[config.mk]
export PLATFORM = sky130hd
export DESIGN_NAME = frac_logic_cfg_param
export DESIGN_NICKNAME = d
export VERILOG_FILES = /design/src/rtl/frac_logic_cfg_param.sv
export SDC_FILE = /design/constraint.sdc
export NUM_CORES = 1
export LEC_CHECK = 0
export CORE_MARGIN = 4
export CORE_UTILIZATION = 58
export DETAILED_ROUTE_END_ITERATION = 10
export PLACE_DENSITY = 0.93
export SETUP_SLACK_MARGIN = 0.15
export SLEW_MARGIN = 20
export SYNTH_ARGS = -nofsm -noshare
export SYNTH_HDL_FRONTEND = slang
export SYNTH_SLANG_ARGS = --single-unit
[constraint.sdc]
create_clock -name prog_clk -period 4.1 [get_ports prog_clk]
set_input_delay 1.23 -clock prog_clk [delete_from_list [all_inputs] [get_ports prog_clk]]
set_output_delay 1.23 -clock prog_clk [all_outputs]
set_load 0.02 [all_outputs]
[src/rtl/frac_logic_cfg_param.sv]
// Fracturable LUT block: one LUT_SIZE-input LUT or two shared-input (LUT_SIZE-1)-input LUTs,
// configured through a serial chain with load tracking, optional output registers and output gating.
module frac_logic_cfg_param #(
    parameter  int LUT_SIZE = 4,
    localparam int CFG_BITS = 2**LUT_SIZE + 3
) (
    input  logic                prog_clk,
    input  logic                pReset,
    input  logic                ccff_en,
    input  logic                ccff_head,
    output logic                ccff_tail,
    input  logic [LUT_SIZE-1:0] frac_logic_in,
    output logic [1:0]          frac_logic_out,
    output logic                cfg_done,
    output logic                cfg_overflow
);

    localparam int MASK_BITS = 2**LUT_SIZE;
    localparam int CNT_W     = $clog2(CFG_BITS + 1);
    localparam logic [CNT_W-1:0] CNT_MAX = CNT_W'(CFG_BITS);

    logic [CFG_BITS-1:0]  r_cfg;
    logic [CNT_W-1:0]     r_shiftCnt;
    logic                 r_overflow;
    logic [1:0]           r_outQ;

    logic [MASK_BITS-1:0] w_mask;
    logic                 w_sel0;
    logic [1:0]           w_reg;
    logic [LUT_SIZE-2:0]  w_addrA;
    logic                 w_lutA;
    logic                 w_lutB;
    logic                 w_lutK;
    logic [1:0]           w_comb;

    assign w_mask  = r_cfg[MASK_BITS-1:0];
    assign w_sel0  = r_cfg[MASK_BITS];
    assign w_reg   = r_cfg[MASK_BITS+2:MASK_BITS+1];
    assign w_addrA = frac_logic_in[LUT_SIZE-2:0];

    // The two half-LUTs share the low address bits; the top input picks between them.
    assign w_lutA = w_mask[{1'b0, w_addrA}];
    assign w_lutB = w_mask[{1'b1, w_addrA}];
    assign w_lutK = frac_logic_in[LUT_SIZE-1] ? w_lutB : w_lutA;
    assign w_comb = {w_lutB, (w_sel0 ? w_lutK : w_lutA)};

    assign ccff_tail    = r_cfg[CFG_BITS-1];
    assign cfg_done     = (r_shiftCnt == CNT_MAX);
    assign cfg_overflow = r_overflow;

    always_ff @(posedge prog_clk) begin
        if (pReset) begin
            r_cfg      <= '0;
            r_shiftCnt <= '0;
            r_overflow <= 1'b0;
            r_outQ     <= '0;
        end else begin
            if (ccff_en) begin
                r_cfg <= {r_cfg[CFG_BITS-2:0], ccff_head};
                // Shifting continues past a full load so the chain stays transparent downstream.
                if (r_shiftCnt == CNT_MAX) begin
                    r_overflow <= 1'b1;
                end else begin
                    r_shiftCnt <= r_shiftCnt + 1'b1;
                end
            end
            if (cfg_done && !ccff_en) begin
                r_outQ <= w_comb;
            end
        end
    end

    always_comb begin
        frac_logic_out = '0;
        if (cfg_done) begin
            frac_logic_out[0] = w_reg[0] ? r_outQ[0] : w_comb[0];
            frac_logic_out[1] = w_reg[1] ? r_outQ[1] : w_comb[1];
        end
    end

endmodule

# Word-level counts from Yosys, hierarchy flattened
# Index checks and enable logic that the tools add are counted.
# totals
ff_bits	27
output_inout_bits	5
elab_cells	22
# op_classes
n_addsub	1
order_cmp	2
eq_ne	1
mux	9
bitwise_logic	1
reduce_logical	4
# ops
operator	n
1-bit binary-select mux with 3-bit select	2
1-bit two-way mux	6
5-bit by 1-bit adder with 5-bit output, second input constant	1
5-bit == test, second input constant	1
3-bit by 5-bit less-than comparator with 1-bit output, second input constant	1
4-bit by 5-bit less-than comparator with 1-bit output, second input constant	1
2-bit AND reduction	2
2-bit two-way mux	1
1-bit logical AND	1
1-bit zero test	1
1-bit inverter	1

# Logic depth before layout (Yosys ltp)
# logic_depth
word_depth	6
mapped_depth	6

# Worst setup path before layout
# Ideal clock, no wire load.
# synth_timing
path_type	input -> output
start	in frac_logic_in[0]
end	out frac_logic_out[0]
t_arrival_ns	2.665
required_time_ns	2.870
setup_slack_ns	0.205
path_stages	5
n_path_buf	1
path_cell_list	buf_6 -> mux4_2 -> mux2_4 -> nor3_2 -> a2111oi_1
# synth_via
elab_chain_cells	6
elab_cells_between_ends	8
cone_classes	mux (8)
# synth_rtl
element	line	source
from (decl)	12	input logic [LUT_SIZE-1:0] frac_logic_in,
1-bit binary-select mux with 3-bit select (on tied branches)	42, 43	
1-bit two-way mux (on tied branches)	42, 43	
1-bit two-way mux	44	assign w_lutK = frac_logic_in[LUT_SIZE-1] ? w_lutB : w_lutA;
1-bit two-way mux *	45	assign w_comb = {w_lutB, (w_sel0 ? w_lutK : w_lutA)};
1-bit two-way mux *	76	frac_logic_out[0] = w_reg[0] ? r_outQ[0] : w_comb[0];
2-bit two-way mux *	75	if (cfg_done) begin
to (decl)	13	output logic [1:0] frac_logic_out,
# Every way passes the cells marked *; elsewhere a longest branch is shown, timed or not. The select of a mux whose other input is x is not followed.

# Worst setup path in the final report
# layout_timing
start	in frac_logic_in[2]
end	out frac_logic_out[0]
# Same word-level chain as after synthesis.

==> impl_metrics.ini <==
[synth]
seq_total_area_yosys_pct = 44.4
async_flop_share_pct = 0
ys_top_cells_by_count = 28 x sky130_fd_sc_hd__nor2_1, 27 x sky130_fd_sc_hd__dfxtp_1, 24 x sky130_fd_sc_hd__mux2i_1
post_synth_and_or_nand_nor_area_fraction_pct = 18.1
post_synth_fa_ha_maj_area_fraction_pct = 1.03
synth_mux_area_share_pct = 24.7
synth_top_area_cell = sky130_fd_sc_hd__dfxtp_1
synth_enable_flop_cells = 0
syn_inst = 121
synth.top_cell.area_share_pct = 44.4
postSynth.topFlopCell = sky130_fd_sc_hd__dfxtp_1
yosysUniqueCellTypes = 27
syn-num-nets = 130
ys_ff_latch = 27
synthesis.area_um2 = 1220
main_combinational_cell_family_by_area_after_synthesis = multiplexers
synth_xor_xnor_area_share_pct = 2.88
synth_most_common_cell = sky130_fd_sc_hd__nor2_1
synthesized_area_fraction_occupied_by_ao_oa_aoi_and_oai_cells_pct = 4.32
synthesis.yosys.warnings = 0
synthTopCellsByArea = sky130_fd_sc_hd__dfxtp_1 44%, sky130_fd_sc_hd__mux2i_1 20%, sky130_fd_sc_hd__nor2_1 8.6%
post_synth.cell_area_avg_um2 = 10.1

[pwr]
vdd_ir_drop_max_mv = 0.265
proportion_of_power_drawn_by_the_clock_network_pct = 26.2
powerDensity_nw_per_um2 = 296
swShare_pct = 22.6
static-leakage-power_nw = 0.599
p_int_w = 0.000320
pwr-share-comb_pct = 8.9
switching_power_w = 0.0000934
seq_power_share_pct = 65.0

[worst_setup_path]
path_class = in2out
cp_data_required_time_ns = 2.87
critical_path.startpoint_type = input port
cp-end-kind = output pin
maximum_fanout_along_the_worst_path = 5
critical_path_arrival_ns = 2.57
regToRegSetupSlack_ns = 2.64

[hold_path]
hold_path.class = reg2reg

[cts]
postCtsHoldBufs = 0
number_of_buffers_added_by_the_clock_tree_synthesis_step = 3
clock_tree.root_cell = sky130_fd_sc_hd__clkbuf_4
worst_setup_hold_path_clk_slew_ns = 0.13
cts_tree = built
clock_tree.buffer_depth = 2
insertion_delay_ns = 0.31
clock-sinks = 27
post-cts-setup-buffers = 0
cts_max_level = 1

[outcome]
result_of_the_run = complete, no violations

[sta]
final-max-slew-violation-count = 0
setup_viol = 0
setup_repair_after_global_routing_missed_its_margin = false
max_clock_freq_ghz = 0.263
timing_worst_slew_pin_value_ns = 0.898
relSlewSlack_pct = 39.9
final_period_minus_worst_setup_slack_ns = 3.80
timing_hold_violations_final = 0
layout_setup_ws_ns = 0.302
worst_clock_skew_ns = 0.00676
post_route_clock_period_utilization_pct = 92.6

[global_route]
sum_of_overflow_across_all_layers_after_global_routing = 0
maximum_number_of_pins_on_one_net_before_global_route_repair = 29
grt_pass1_wl_um = 3690
initial_antenna_violation_count = 0
global_route.usage.total_pct = 17.4
number_of_global_route_vias_before_repair = 818

[floorplan]
dieArea_um2 = 2900
floorplan.rows = 16
initial_core_util_pct = 61.4
dieWidth_um = 53.8
die-height_um = 53.8
placeableCoreArea_um2 = 1980
design.portCount = 13

[job]
timing.max_cap.violations = 0

[route]
drt-pass1-iter-count = 4
ant_nets = 0
drt-total-wl_um = 2160
remaining_drc_errors = 0
route.vias.total = 871
route.detailed.vias_per_inst = 5.38
drt_iter0_drc = 10
drt-wirelength-per-cell_um = 13.4

[placed_design]
pre_cts_slack_ns = -0.626
gp_congestion = 0.787
io_buffer_count = 12

[finish]
finish.net_count = 145
fin_util_pct = 70.6
fillerInstances = 146
final_layout_size_suffix_gt1_share_pct = 14.8
area_growth_syn_to_layout_pct = 14.9
ant_diodes = 0
==> metal layers <==
layer	GRT usage, %	vias up	part of all wire [%]
li1	-	446	-
met1	22.4	411	47
met2	28.8	12	50
met3	3.60	2	2.9
met4	5.96	0	0.51
met5	0	-	0
==> kinds of logic (layout without fill, tap and decap cells) <==
family | Yosys count | after routing
multiplexers | 27 | 27
XOR/XNOR | 4 | 4
AO/OA/AOI/OAI | 7 | 7
flip-flops | 27 | 27
AND/OR/NAND/NOR | 44 | 44
adder cells (fa/ha/maj) | 1 | 1
buffers and inverters | 11 | 25
==> through the flow <==
stage | setup TNS (ns) | area [um2] | hold slack, ns | std cells | power [W]
floorplan | 0 | 1220 | 0.453 | 121 | 0.000299
global placement | -0.990 | 1370 | 0.448 | 158 | 0.000310
detailed placement | -1.11 | 1370 | 0.462 | 158 | 0.000312
CTS | 0 | 1390 | 0.490 | 162 | 0.000419
global route | 0 | 1400 | 0.514 | 162 | 0.000434
finish | 0 | 1400 | 0.484 | 162 | 0.000413
==> worst max-delay path, cell delays in order <==
cell	delay (ns)
sky130_fd_sc_hd__dlygate4sd2_1	0.29
sky130_fd_sc_hd__mux4_2	0.23
sky130_fd_sc_hd__mux2_4	0.20
sky130_fd_sc_hd__nor3_4	0.04
sky130_fd_sc_hd__a2111oi_2	0.36
sky130_fd_sc_hd__buf_4	0.21
==> power by group through the flow <==
stage	sequential, W	clock, W	combinational, W
floorplan	0.000273	0	0.0000260
global route	0.000269	0.000124	0.0000405
CTS	0.000269	0.000113	0.0000372
detailed placement	0.000274	0	0.0000374
finish	0.000269	0.000108	0.0000366
global placement	0.000274	0	0.0000363
==> cell usage in the layout, fill, tap and decap left out <==
master,Yosys,layout
sky130_fd_sc_hd__nor2_1,28,28
sky130_fd_sc_hd__dfxtp_1,27,27
sky130_fd_sc_hd__mux2i_1,24,24
sky130_fd_sc_hd__clkdlybuf4s50_1,0,7
sky130_fd_sc_hd__buf_4,1,7
sky130_fd_sc_hd__nand3_1,4,4
sky130_fd_sc_hd__xor2_1,4,4
sky130_fd_sc_hd__inv_1,3,3
sky130_fd_sc_hd__nand2_1,3,3
sky130_fd_sc_hd__clkbuf_4,0,3
sky130_fd_sc_hd__a311oi_1,2,2
sky130_fd_sc_hd__mux4_2,2,2
sky130_fd_sc_hd__a21oi_1,2,2
sky130_fd_sc_hd__nand4_1,2,2
sky130_fd_sc_hd__buf_2,3,2
sky130_fd_sc_hd__nand4bb_1,1,1
sky130_fd_sc_hd__nand3b_1,1,1
sky130_fd_sc_hd__nor2b_1,1,1
sky130_fd_sc_hd__a22oi_1,1,1
sky130_fd_sc_hd__mux2_4,1,1
sky130_fd_sc_hd__nor3_4,0,1
sky130_fd_sc_hd__a2111oi_2,0,1
sky130_fd_sc_hd__nor4_4,1,1
sky130_fd_sc_hd__o21bai_1,1,1
sky130_fd_sc_hd__nor3_2,2,1
sky130_fd_sc_hd__nor3_1,1,1
sky130_fd_sc_hd__ha_1,1,1
sky130_fd_sc_hd__clkinv_2,0,1
sky130_fd_sc_hd__dlymetal6s2s_1,0,1
sky130_fd_sc_hd__dlygate4sd2_1,0,1
==> state kept, by name (all words and copies together), names as in the netlist <==
register      flops
r_cfg            19
r_shiftCnt        5
r_outQ            2
cfg_overflow      1
==> area by class of cell <==
type	instances	area, um2	area share, %
clock buffers	3	22.5	1.61
well taps	27	33.8	2.42
flip-flops and latches	27	541	38.6
repair buffers	18	154	11.0
clock inverters	1	5.00	0.358
multi-input cells	83	632	45.2
inverters	3	11.3	0.805
==> final timing paths <==
path	from	endpoint	depth (start not counted)
max reg2reg	r_cfg[15]	r_outQ[0]	4
max	frac_logic_in[2]	frac_logic_out[0]	6
min	cfg_overflow	cfg_overflow	2
min reg2reg	cfg_overflow	cfg_overflow	2
==> timing repair <==
action / in CTS / in global routing
gates resized for setup: 14 / 4
endpoints found under the setup margin: 2 / 1
pin swaps: 1 / 1
(Power assumes the default switching activity.)
